File: src/rtl/varwidth_fifo_pkg.sv
// Shared constants, FSM encoding and byte accounting for the variable-width capture FIFO.
package varwidth_fifo_pkg;

   localparam int unsigned SAMPLE_W = 10;
   localparam int unsigned BYTE_W   = 8;
   localparam int unsigned ACC_W    = 18;
   localparam int unsigned CNT_W    = 5;
   localparam int unsigned BYTES_W  = 36;

   typedef enum logic [1:0] {
      StIdle,
      StWaitDone,
      StDrain,
      StFinish
   } state_e;

   // Bytes occupied by n packed samples; wide enough that n*10 cannot wrap.
   function automatic logic [BYTES_W-1:0] bytes_for_samples(input logic [31:0] n);
      logic [BYTES_W-1:0] bits;
      bits = {4'b0000, n} * 36'd10;
      return (bits + 36'd7) >> 3;
   endfunction

endpackage

File: src/rtl/varwidth_bit_unpacker.sv
// Byte-to-sample unpacker: shift accumulator, bit count, and a valid/ready output register.
module varwidth_bit_unpacker
   import varwidth_fifo_pkg::*;
(
   input  logic                clk,
   input  logic                rst,
   input  logic                clear,
   input  logic                byte_valid,
   input  logic [BYTE_W-1:0]   byte_data,
   input  logic                extract_en,
   input  logic                sample_ready,
   output logic [SAMPLE_W-1:0] sample_data,
   output logic                sample_valid,
   output logic                has_sample,
   output logic                extract
);

   logic [ACC_W-1:0]    acc_q, acc_d, acc_in, aligned;
   logic [CNT_W-1:0]    cnt_q, cnt_d, cnt_in;
   logic [SAMPLE_W-1:0] data_q, data_d;
   logic                valid_q, valid_d, slot_free;

   always_comb begin
      acc_in = acc_q;
      cnt_in = cnt_q;
      if (byte_valid) begin
         acc_in = {acc_q[ACC_W-BYTE_W-1:0], byte_data};
         cnt_in = cnt_q + CNT_W'(BYTE_W);
      end
      slot_free = !valid_q || sample_ready;
      extract   = extract_en && slot_free && (cnt_in >= CNT_W'(SAMPLE_W));
      // Oldest complete sample sits just above the (cnt_in - 10) freshest bits.
      aligned   = acc_in >> (cnt_in - CNT_W'(SAMPLE_W));
      acc_d     = acc_in;
      cnt_d     = extract ? cnt_in - CNT_W'(SAMPLE_W) : cnt_in;
      data_d    = extract ? aligned[SAMPLE_W-1:0] : data_q;
      valid_d   = extract ? 1'b1 : (valid_q && !sample_ready);
   end

   always_ff @(posedge clk) begin
      if (rst || clear) begin
         acc_q   <= '0;
         cnt_q   <= '0;
         data_q  <= '0;
         valid_q <= 1'b0;
      end else begin
         acc_q   <= acc_d;
         cnt_q   <= cnt_d;
         data_q  <= data_d;
         valid_q <= valid_d;
      end
   end

   assign sample_data  = data_q;
   assign sample_valid = valid_q;
   assign has_sample   = (cnt_q >= CNT_W'(SAMPLE_W));

endmodule

File: src/rtl/varwidth_fifo_reader.sv
// Drains packed 10-bit samples from the capture FIFO once capture completes and streams them
// out on valid/ready; flags underrun when the FIFO runs dry early.
module varwidth_fifo_reader #(
   parameter int unsigned SAMPLE_W = 10,
   parameter int unsigned NSAMP_W  = 32
) (
   input  logic                rd_clk,
   input  logic                rst,
   input  logic                start,
   input  logic [NSAMP_W-1:0]  number_samples,
   input  logic                fifo_done,
   input  logic                fifo_empty,
   output logic                fifo_rd_ce,
   input  logic [7:0]          fifo_rd_data,
   output logic [SAMPLE_W-1:0] sample_data,
   output logic                sample_valid,
   input  logic                sample_ready,
   output logic                busy,
   output logic                done,
   output logic                underrun
);
   import varwidth_fifo_pkg::*;

   state_e               state_q, state_d;
   logic [NSAMP_W-1:0]   samples_left_q, samples_left_d;
   logic [BYTES_W-1:0]   bytes_left_q, bytes_left_d;
   logic                 inflight_q, underrun_q, underrun_d;
   logic                 rd_ce, clear, extract_en, extract, has_sample, slot_clear;

   assign extract_en = (state_q == StDrain) && (samples_left_q != '0);
   assign slot_clear = !sample_valid || sample_ready;

   varwidth_bit_unpacker u_unpacker (
      .clk          (rd_clk),
      .rst          (rst),
      .clear        (clear),
      .byte_valid   (inflight_q),
      .byte_data    (fifo_rd_data),
      .extract_en   (extract_en),
      .sample_ready (sample_ready),
      .sample_data  (sample_data),
      .sample_valid (sample_valid),
      .has_sample   (has_sample),
      .extract      (extract)
   );

   always_comb begin
      state_d        = state_q;
      samples_left_d = samples_left_q;
      bytes_left_d   = bytes_left_q;
      underrun_d     = underrun_q;
      rd_ce          = 1'b0;
      clear          = 1'b0;
      case (state_q)
         StIdle: begin
            if (start) begin
               clear          = 1'b1;
               underrun_d     = 1'b0;
               samples_left_d = number_samples;
               bytes_left_d   = bytes_for_samples(32'(number_samples));
               state_d        = (number_samples == '0) ? StFinish : StWaitDone;
            end
         end
         StWaitDone: begin
            if (fifo_done) state_d = StDrain;
         end
         StDrain: begin
            rd_ce = !inflight_q && !has_sample && (bytes_left_q != '0) && !fifo_empty
                    && !underrun_q;
            if (rd_ce) bytes_left_d = bytes_left_q - 1'b1;
            if (extract) samples_left_d = samples_left_q - 1'b1;
            if (!underrun_q && !inflight_q && fifo_empty && (bytes_left_q != '0)) begin
               underrun_d = 1'b1;
            end
            // After underrun, leave once no complete sample remains and the output has drained.
            if (slot_clear && (samples_left_q == '0)) begin
               state_d = StFinish;
            end else if (slot_clear && underrun_q && !inflight_q && !has_sample) begin
               state_d = StFinish;
            end
         end
         StFinish: state_d = StIdle;
         default:  state_d = StIdle;
      endcase
   end

   always_ff @(posedge rd_clk) begin
      if (rst) begin
         state_q        <= StIdle;
         samples_left_q <= '0;
         bytes_left_q   <= '0;
         inflight_q     <= 1'b0;
         underrun_q     <= 1'b0;
      end else begin
         state_q        <= state_d;
         samples_left_q <= samples_left_d;
         bytes_left_q   <= bytes_left_d;
         inflight_q     <= rd_ce;
         underrun_q     <= underrun_d;
      end
   end

   assign fifo_rd_ce = rd_ce;
   assign busy       = (state_q != StIdle);
   assign done       = (state_q == StFinish);
   assign underrun   = underrun_q;

endmodule

File: config.mk
export PLATFORM = sky130hd
export DESIGN_NAME = varwidth_fifo_reader
export DESIGN_NICKNAME = d
export VERILOG_FILES = /design/src/rtl/varwidth_fifo_pkg.sv /design/src/rtl/varwidth_bit_unpacker.sv /design/src/rtl/varwidth_fifo_reader.sv
export SDC_FILE = /design/constraint.sdc
export NUM_CORES = 1
export LEC_CHECK = 0
export ABC_AREA = 1
export BUFFER_PORTS_ARGS = -buffer_cell sky130_fd_sc_hd__buf_4
export CORE_AREA = 2 2 155 157
export DETAILED_ROUTE_END_ITERATION = 8
export DIE_AREA = 0 0 157 159
export GPL_TIMING_DRIVEN = 0
export HOLD_SLACK_MARGIN = 0.15
export SLEW_MARGIN = 20
export SYNTH_ARGS = -nofsm -noshare
export SYNTH_HDL_FRONTEND = slang
export SYNTH_SLANG_ARGS = --single-unit
File: constraint.sdc
create_clock -name rd_clk -period 3.5 [get_ports rd_clk]
set_input_delay 0.7 -clock rd_clk [delete_from_list [all_inputs] [get_ports rd_clk]]
set_output_delay 0.7 -clock rd_clk [all_outputs]
set_load 0.005 [all_outputs]
Word-level counts from Yosys, hierarchy flattened --
Cells that the tools add are included.
Operators by class: $add $sub $neg 5, multiply operators 1, $lt $le $gt $ge 2, equality and inequality tests 9, shift operators 1, multiplexer cells 22, reduce and logical (&&, ||, !) cells 34
Operators with widths (number):
- 36-bit two-way mux | 2
- 36-bit case mux with 2 select lines | 1
- 32-bit logical NOT | 2
- 32-bit two-way mux | 2
- 32-bit case mux with 2 select lines | 1
- 36-bit by 3-bit adder with 36-bit output, second input constant | 1
- 36-bit nonzero test | 1
- 36-bit by 1-bit subtractor with 36-bit output, second input constant | 1
- 32-bit by 3-bit multiplier with 35-bit output, second input constant | 1
- 32-bit nonzero test | 1
- 32-bit by 1-bit subtractor with 32-bit output, second input constant | 1
- 18-bit two-way mux | 1
- 18-bit by 5-bit right shift with 10-bit output | 1
- 1-bit logical AND | 15
- 3-bit AND reduction | 4
- 5-bit by 4-bit greater-or-equal comparator with 1-bit output, second input constant | 2
- 2-bit two-way mux | 5
- 5-bit two-way mux | 2
- 2-bit case mux with 4 select lines | 1
- 1-bit logical NOT | 6
- 1-bit two-way mux | 6
- 2-bit != test, second input constant | 3
- 5-bit by 4-bit adder with 5-bit output, second input constant | 1
- 5-bit by 4-bit subtractor with 5-bit output, second input constant | 1
- 8 further kinds | 12
Storage, ports and cells: register bits after elaboration 106, bits of input ports 46, output and inout port bits 15, logic and storage cells 83

Longest topological paths before layout --
Gate-level depths: netlist of the first run.
word-level depth 8, depth in mapped cells 21, gate-level depth less buffers 21

Cells and area by module --
Synthesis of the first run repeated with hierarchy kept, for this count alone.
Unflattened totals: cells, all modules 1836, area total of the unflattened synthesis 10755.3 µm²
Modules (own cells, without submodules):
- varwidth_fifo_reader | times used 1, cells each 1537, area each 8802.2 µm²
- varwidth_bit_unpacker | times used 1, cells each 299, area each 1953.1 µm²

Worst setup path before layout of the first run --
OpenSTA, ideal clock, no wires.
path kind in2reg, start point in number_samples[1], end point reg bytes_left_q[32], setup time 70 ps, data arrival time 3071 ps, required time 3430 ps, setup slack 359 ps, cell stages on the path 17, cell sequence ha_1 ha_1 fa_1 nand3_2 nor2_4 nand3_2 nor2_4 nand2_4 nor2_4 nand2_2 nor2_4 nand4_4 nor2_8 nand3_1 nand2_1 nand2_1 a21oi_1
Between the ends: cells in the longest elaborated chain, start to end 4
Ends and longest elaborated chain:
- start, declared | line varwidth_fifo_reader.sv:10 | input logic [NSAMP_W-1:0] number_samples,
- 32-bit by 3-bit multiplier with 35-bit output | line varwidth_fifo_pkg.sv:20 | bits = {4'b0000, n} * 36'd10;
- 36-bit by 3-bit adder with 36-bit output | line varwidth_fifo_pkg.sv:21 | return (bits + 36'd7) >> 3;
- 36-bit two-way mux | line varwidth_fifo_reader.sv:56 | if (start) begin
- 36-bit case mux with 2 select lines | line varwidth_fifo_reader.sv:54 | case (state_q)
- end signal, assigned | line varwidth_fifo_reader.sv:97 | bytes_left_q <= bytes_left_d;
- end, declared | line varwidth_fifo_reader.sv:26 | logic [BYTES_W-1:0] bytes_left_q, bytes_left_d;
Every way passes these cells. The select of a mux whose other input is x is not followed. A chain may end at the register's enable or synchronous reset.

Worst setup path in the final report of the first run --
start point in number_samples[1], end point reg bytes_left_q[29]
Same word-level chain as after synthesis.

==> reports/summary.txt, run 1 <==
Synth Warn #: 0
Chip Width: 157 µm
initial antenna violation count: 0
HP Start: u_unpacker.acc_q[10]$_SDFF_PP0_
grt ovf: 0
Total GRT Usage: 28.1%
critical path class: primary input to flop
die height: 159 µm
Synth top area share: 20.3%
pwr dens: 599 nW/µm²
row count: 56
max-cap violations: 0
Nets: 1958
post-cts hold buffer count: 0
H-tree depth: 3
Setup violations, final: 0
first-pass GRT wire length: 55.7 mm
I/O Buffers: 60
clock skew: 0.0191 ns
Final Wtd Congestion: 0.953
unrepaired setup endpoints after global routing: no
fraction of final layout cells sized beyond drive strength 1: 9.70%
Clock Path Buffers: 2
fin. max-slew vios: 0
Synth Register Bits: 105
I/O pins: 61
Syn Inst Count: 1768
count leader, synth: nand2_1
Yosys cell types: 56
initial core utilization: 44.7%
Residual DRC: 0
sequential element share of the synthesized area: 20.3%
worst slew pin tran: 0.880 ns
Final period util: 94.1%
Clock transition at path regs: 0.08 ns
Critical R2R Launch: u_unpacker.cnt_q[1]$_SDFFE_PP0P_
core area: 23200 µm²
Max stage delay on crit path: 0.58 ns
cell area after synthesis: 10400 µm²
total die area: 25000 µm²
fin crit period: 3.29 ns
vias: 11300
CTS sink cnt: 105
status: completed
vias in the first global route: 10800
min-delay worst type: flop to flop
EDFF count, synth: 0
post-synth net total: 1886
overall power: 0.00693 W
Yosys top cell by area: dfxtp_1
final hold violations: 0
Critical Path RT: 3.80 ns
LEAKAGE: 5.76 nW
Slowest cell on crit path: fa_2
area delta synth->final: 11.6%
critical path startpoint: number_samples[1]
commonest cells in the netlist: 460 x nand2_1, 247 x inv_1, 225 x nor2_1, 123 x o21ai_0, 120 x a21oi_1
Critical Path Sink Type: flop
Cell Chain, Critical Path: buf_4 -> ha_1 -> ha_1 -> fa_2 -> nand3_2 -> nor2_4 -> nand3_2 -> nor2_4 -> nand2_4 -> nor2_4 -> nand2_2 -> nor2_4 -> nand3_1 -> nor2_2 -> nand3_1 -> nand2_1 -> nand3_1 -> a21oi_1
1st-pass router iterations: 7
Synth area leaders: dfxtp_1 20%, nand2_1 17%, inv_1 8.9%
largest net degree at the start of global routing: 20
worst rel slew slack: 41.3%
Worst Path Arrival: 3.60 ns
dpl hpwl: 28.6 mm
max frequency: 304 MHz
antenna-violating nets left: 0
CTS tree: yes
Vias per Instance: 5.24
clock root buffer: clkbuf_16
Fillers: 2535
1st-iter DRT viols: 820
Worst IR Drop VDD: 0.000269 V
Avg Cell Area, Syn: 5.86 µm²
drt wl/cell: 16.0 µm
ANT cells: 0
cell seen most often among critical-path stages: nor2_4
CP max FO: 5
CTS Buf Count: 9
ys async rst share: 0%
startpoint types: primary input
Clk Latency, worst-skew pair: 0.37 ns
final wirelength: 34.7 mm
hold_ws: 0.472 ns
Main synth FF type: dfxtp_1
==> placed cells by master (no fill, tap or decap), types with 9 or more instances in the layout <==
| cell | synthesis | routed |
|---|---|---|
| ha_1 | 71 | 70 |
| inv_2 | 10 | 10 |
| a21oi_1 | 120 | 120 |
| clkbuf_16 | 0 | 9 |
| nor3_1 | 20 | 19 |
| o211ai_1 | 18 | 18 |
| nor2_1 | 225 | 219 |
| dfxtp_1 | 105 | 105 |
| a31oi_1 | 12 | 12 |
| o21ai_0 | 123 | 122 |
| buf_4 | 0 | 61 |
| clkbuf_1 | 31 | 31 |
| xor2_1 | 19 | 19 |
| nand4_1 | 28 | 28 |
| nor4_1 | 18 | 18 |
| nand2_1 | 460 | 459 |
| buf_2 | 12 | 12 |
| nand2_2 | 21 | 22 |
| nor2_2 | 14 | 20 |
| nand3_1 | 103 | 101 |
| inv_1 | 247 | 247 |
==> report_power, final <==
group	leakage [nW]	switching, W	internal, W
clock	0.136	0.000534	0.000503
sequential	0.860	0.000319	0.00149
combinational	4.76	0.00281	0.00128
total	5.76	0.00366	0.00327
==> final timing paths <==
kind | to | cells past startpoint | slack [ns]
min | u_unpacker.acc_q[10]$_SDFF_PP0_ | 2 | 0.47
min reg2reg | u_unpacker.acc_q[10]$_SDFF_PP0_ | 2 | 0.47
max | bytes_left_q[29]$_SDFFE_PP0P_ | 18 | 0.21
max reg2reg | samples_left_q[27]$_SDFFE_PP0P_ | 13 | 0.23
==> registers in the layout, summed over array words and instances (netlist names) <==
| register | cells |
|---|---|
| bytes_left_q | 36 |
| samples_left_q | 32 |
| u_unpacker.acc_q | 18 |
| u_unpacker.sample_data | 10 |
| u_unpacker.cnt_q | 4 |
| state_q | 2 |
| inflight_q | 1 |
| u_unpacker.sample_valid | 1 |
| underrun | 1 |
==> metrics by stage <==
stage	utilization, %	TNS [ns]	std cells	worst slack (ns)	instance area, µm²
after floorplan	-	0	1768	0.359	10400
after global placement	48.4	-4.41	2147	-0.365	11200
after detailed placement	48.4	-4.59	2147	-0.394	11200
after CTS	49.6	0	2163	0.0163	11500
after global routing	49.9	0	2164	0.00567	11600
final	49.9	0	2164	0.208	11600
==> logic make-up (layout without fill, tap and decap cells) <==
| family | after synthesis | in the layout | synth area share [%] |
|---|---|---|---|
| muxes | 8 | 8 | 0.773 |
| adders and majority gates | 72 | 72 | 8.76 |
| and+or+nand+nor | 932 | 932 | 39.5 |
| DFF | 105 | 105 | 20.3 |
| AOI/OAI and AO/OA | 312 | 312 | 16.7 |
| buffers and inverters | 311 | 388 | 11.6 |
| xor gates and xnor gates | 28 | 28 | 2.44 |
==> routing by layer <==
| layer | part of all wire, % | GRT usage [%] | vias up |
|---|---|---|---|
| li1 | - | - | 5882 |
| met1 | 46 | 37.0 | 5166 |
| met2 | 47 | 48.3 | 248 |
| met3 | 3.9 | 2.37 | 48 |
| met4 | 2.9 | 9.30 | 0 |
| met5 | 0 | 0 | - |
==> critical path: cells and delay by family <==
| kind | cells | cell delay (ns) |
|---|---|---|
| adders and majority gates | 3 | 1.13 |
| buffers and inverters | 1 | 0.13 |
| and+or+nand+nor | 13 | 1.49 |
| AOI/OAI and AO/OA | 1 | 0.14 |
==> cell type report <==
| class | instances | area, µm² | share of cell area (%) |
|---|---|---|---|
| multi-input cells | 1352 | 7110 | 61.5 |
| clock inverters | 6 | 62.6 | 0.541 |
| flip-flops and latches | 105 | 2100 | 18.2 |
| inverters | 262 | 987 | 8.53 |
| plain buffers | 49 | 218 | 1.88 |
| repair buffers | 61 | 458 | 3.96 |
| well taps | 319 | 399 | 3.45 |
| clock buffers | 10 | 229 | 1.98 |
==> repair_timing <==
| action | in CTS | in global routing |
|---|---|---|
| endpoints found under the setup margin | 1 | 47 |
| resized for setup | 1 | 16 |
| pin swaps | 0 | 2 |
| buffers inserted | 0 | 1 |
(Power assumes the default switching activity.)
==> run 2, diff against run 1 <==
--- a/config.mk
+++ b/config.mk
@@ -7,11 +7,12 @@
 export LEC_CHECK = 0
 export ABC_AREA = 1
 export BUFFER_PORTS_ARGS = -buffer_cell sky130_fd_sc_hd__buf_4
-export CORE_AREA = 2 2 155 157
+export CORE_AREA = 2 2 132 134
 export DETAILED_ROUTE_END_ITERATION = 8
-export DIE_AREA = 0 0 157 159
+export DIE_AREA = 0 0 134 136
 export GPL_TIMING_DRIVEN = 0
 export HOLD_SLACK_MARGIN = 0.15
+export PLACE_DENSITY = 0.81
 export SLEW_MARGIN = 20
 export SYNTH_ARGS = -nofsm -noshare
 export SYNTH_HDL_FRONTEND = slang
==> reports/summary.txt, run 2 (synthesis results as in run 1) <==
min-delay worst type: flop to flop
total die area: 18200 µm² (-27%)
Worst IR Drop VDD: 0.000354 V (+31%)
initial antenna violation count: 0 (unchanged)
Vias per Instance: 5.70 (+8.7%)
delay-heaviest family, CP: simple AND/OR/NAND/NOR gates
placed cells: 2053 (-4.4%)
reg2reg setup slack: 0.40 ns (+0.17 ns)
Final period util: 97.4% (+3.3 points)
1st-iter DRT viols: 1223 (+49%)
Net Sw Power: 0.00367 W (+0.27%)
row count: 48 (-14%)
post-cts hold buffer count: 0 (unchanged)
largest net degree at the start of global routing: 21 (+5.0%)
metal1 wirelength: 14.5 mm (-9.3%)
commonest non-fill, non-tap cell in the layout: nand2_1
fin. max-slew vios: 0 (unchanged)
final wirelength: 33.7 mm (-2.9%)
highest metal layer with signal wires: met4
max frequency: 293 MHz (-3.4%)
cell internal pwr: 0.00327 W (about the same)
dpl hpwl: 27.0 mm (-5.6%)
met3 WL post-DR: 2.23 mm (+66%)
vias: 11800 (+4.1%)
Total GRT Usage: 37.2% (+9.1 points)
H-tree depth: 3 (unchanged)
Sw Ratio: 52.9% (about the same)
setup_tns: 0 ns (unchanged)
critical path class: primary input to flop
Worst Path Arrival: 3.71 ns (+0.11 ns)
Area after DPL: 11100 µm² (-1.0%)
Max stage delay on crit path: 0.43 ns (-0.15 ns)
LEAKAGE: 5.78 nW (+0.33%)
Slowest cell on crit path: fa_2
Chip Width: 134 µm (-15%)
CP max FO: 5 (unchanged)
vias in the first global route: 10900 (+1.4%)
die height: 136 µm (-14%)
cell seen most often among critical-path stages: nand3_1
CTS Buf Count: 9 (unchanged)
final hold violations: 0 (unchanged)
CTS sink cnt: 105 (unchanged)
HP Start: u_unpacker.acc_q[11]$_SDFF_PP0_
critical path startpoint: number_samples[1]
overall power: 0.00694 W (+0.19%)
grt ovf: 0 (unchanged)
clock root buffer: clkbuf_16
fin crit period: 3.41 ns (+0.117 ns)
met2 WL: 15.8 mm (-3.4%)
startpoint types: primary input
Critical R2R Launch: u_unpacker.cnt_q[1]$_SDFFE_PP0P_
Clock transition at path regs: 0.08 ns (about the same)
1st-pass router iterations: 9 (+2)
max-cap violations: 0 (unchanged)
stages on the worst setup path: 18 (unchanged)
most frequent cells in the layout: 457 x nand2_1, 247 x inv_1, 221 x nor2_1
Residual DRC: 0 (unchanged)
hold_ws: 0.474 ns (+0.00285 ns)
Cell Chain, Critical Path: buf_4 -> ha_1 -> ha_2 -> fa_2 -> nand3_1 -> nand3_2 -> nand2_1 -> nand2_2 -> xnor2_2 -> nor2_2 -> nand2_2 -> nor2_4 -> nand3_1 -> nor2_2 -> nand3_1 -> nand2_1 -> nand3_1 -> a21oi_1
Setup violations, final: 0 (unchanged)
pwr dens: 605 nW/µm² (+1.1%)
worst slew pin tran: 0.923 ns (+0.0427 ns)
Reg2Reg Depth: 13 (unchanged)
clock skew: 0.0157 ns (-0.00335 ns)
Nets: 1961 (+0.15%)
CTS tree: yes
Final Wtd Congestion: 0.973 (+2.1%)
Clk Latency, worst-skew pair: 0.37 ns (about the same)
ANT cells: 0 (unchanged)
I/O Buffers: 60 (unchanged)
fin area: 11500 µm² (-0.85%)
Critical Path Sink Type: flop
Clock power frac: 14.9% (about the same)
WP buf/inv: 1 (unchanged)
first-pass GRT wire length: 54.2 mm (-2.6%)
initial core utilization: 61.4% (+17 points)
unrepaired setup endpoints after global routing: yes
reg2reg end: samples_left_q[27]$_SDFFE_PP0P_
max FFs per register: 36 (unchanged)
Cell Count, Final, Fillers Out: 2073 (-4.2%)
Clock Path Buffers: 2 (unchanged)
fraction of final layout cells sized beyond drive strength 1: 9.90% (+0.20 points)
status: completed
I/O pins: 61 (unchanged)
critical path endpoint: bytes_left_q[29]$_SDFFE_PP0P_
Biggest register: bytes_left_q
Comb power frac: 59.0% (about the same)
worst rel slew slack: 38.5% (-2.8 points)
Fillers: 1621 (-36%)
Critical Path RT: 3.80 ns (about the same)
Flop pwr share: 26.1% (about the same)
core area: 16900 µm² (-27%)
antenna-violating nets left: 0 (unchanged)
biggest regs: bytes_left_q x36, samples_left_q x32, u_unpacker.acc_q x18
area delta synth->final: 10.6%
Worst Hold Depth: 2 (unchanged)
drt wl/cell: 16.3 µm (+1.4%)
-- run 2: worst reg2reg max path: stages, from the launching register on --
cell and delay [ns]:
dfxtp_1 0.37, clkbuf_2 0.27, clkinvlp_4 0.26, ha_1 0.25, inv_1 0.08, nor2_1 0.06
o21ai_0 0.17, nor3b_1 0.26, nand2_2 0.19, a21oi_1 0.27, buf_2 0.28, buf_2 0.29
o211ai_1 0.13, a21oi_1 0.16
-- run 2: metal layers --
| metal | up-vias | GRT usage (%) |
|---|---|---|
| li1 | 5917 | - |
| met1 | 5309 | 47.4 |
| met2 | 485 | 64.3 |
| met3 | 96 | 4.55 |
| met4 | 0 | 14.4 |
| met5 | - | 0 |
-- run 2: worst min-delay path by stage --
stage                                           end  slack, ns
detailed placement  u_unpacker.acc_q[11]$_SDFF_PP0_       0.47
finish              u_unpacker.acc_q[11]$_SDFF_PP0_       0.47
global route        u_unpacker.acc_q[11]$_SDFF_PP0_       0.51
floorplan           u_unpacker.acc_q[10]$_SDFF_PP0_       0.45
global placement    u_unpacker.acc_q[11]$_SDFF_PP0_       0.46
CTS                 u_unpacker.acc_q[11]$_SDFF_PP0_       0.48
-- run 2: power groups by stage --
stage / clock (W) / combinational, W / sequential [W]
finish: 0.00103 / 0.00409 / 0.00181
global route: 0.00109 / 0.00453 / 0.00185
CTS: 0.00103 / 0.00396 / 0.00180
detailed placement: 0 / 0.00392 / 0.00182
global placement: 0 / 0.00385 / 0.00181
floorplan: 0 / 0.00290 / 0.00173
-- run 2: area by class of cell --
class                      count  area [µm²]  area share, %
clock inverter                 7        75.1          0.655
timing repair buffer          64         480           4.19
sequential                   105        2100           18.3
clock buffer                   9         225           1.96
inverter                     262         987           8.61
buffer                        49         218           1.90
tap                          225         282           2.45
multi-input combinational   1352        7100           61.9
-- run 2: stage by stage --
step	worst slack (ns)	utilization (%)
global placement	-0.368	65.8
floorplan	0.359	-
global route	-0.0814	68.0
CTS	0.0543	67.5
finish	0.0912	68.0
detailed placement	-0.395	65.8
-- run 2: repair_timing --
| action | 4_1_cts | 5_1_grt |
|---|---|---|
| pin swaps | 0 | 4 |
| gates resized for setup | 1 | 14 |
| endpoints found under the setup margin | 1 | 34 |
| setup buffers | 0 | 4 |
| endpoints found under the hold margin | 0 | 0 |
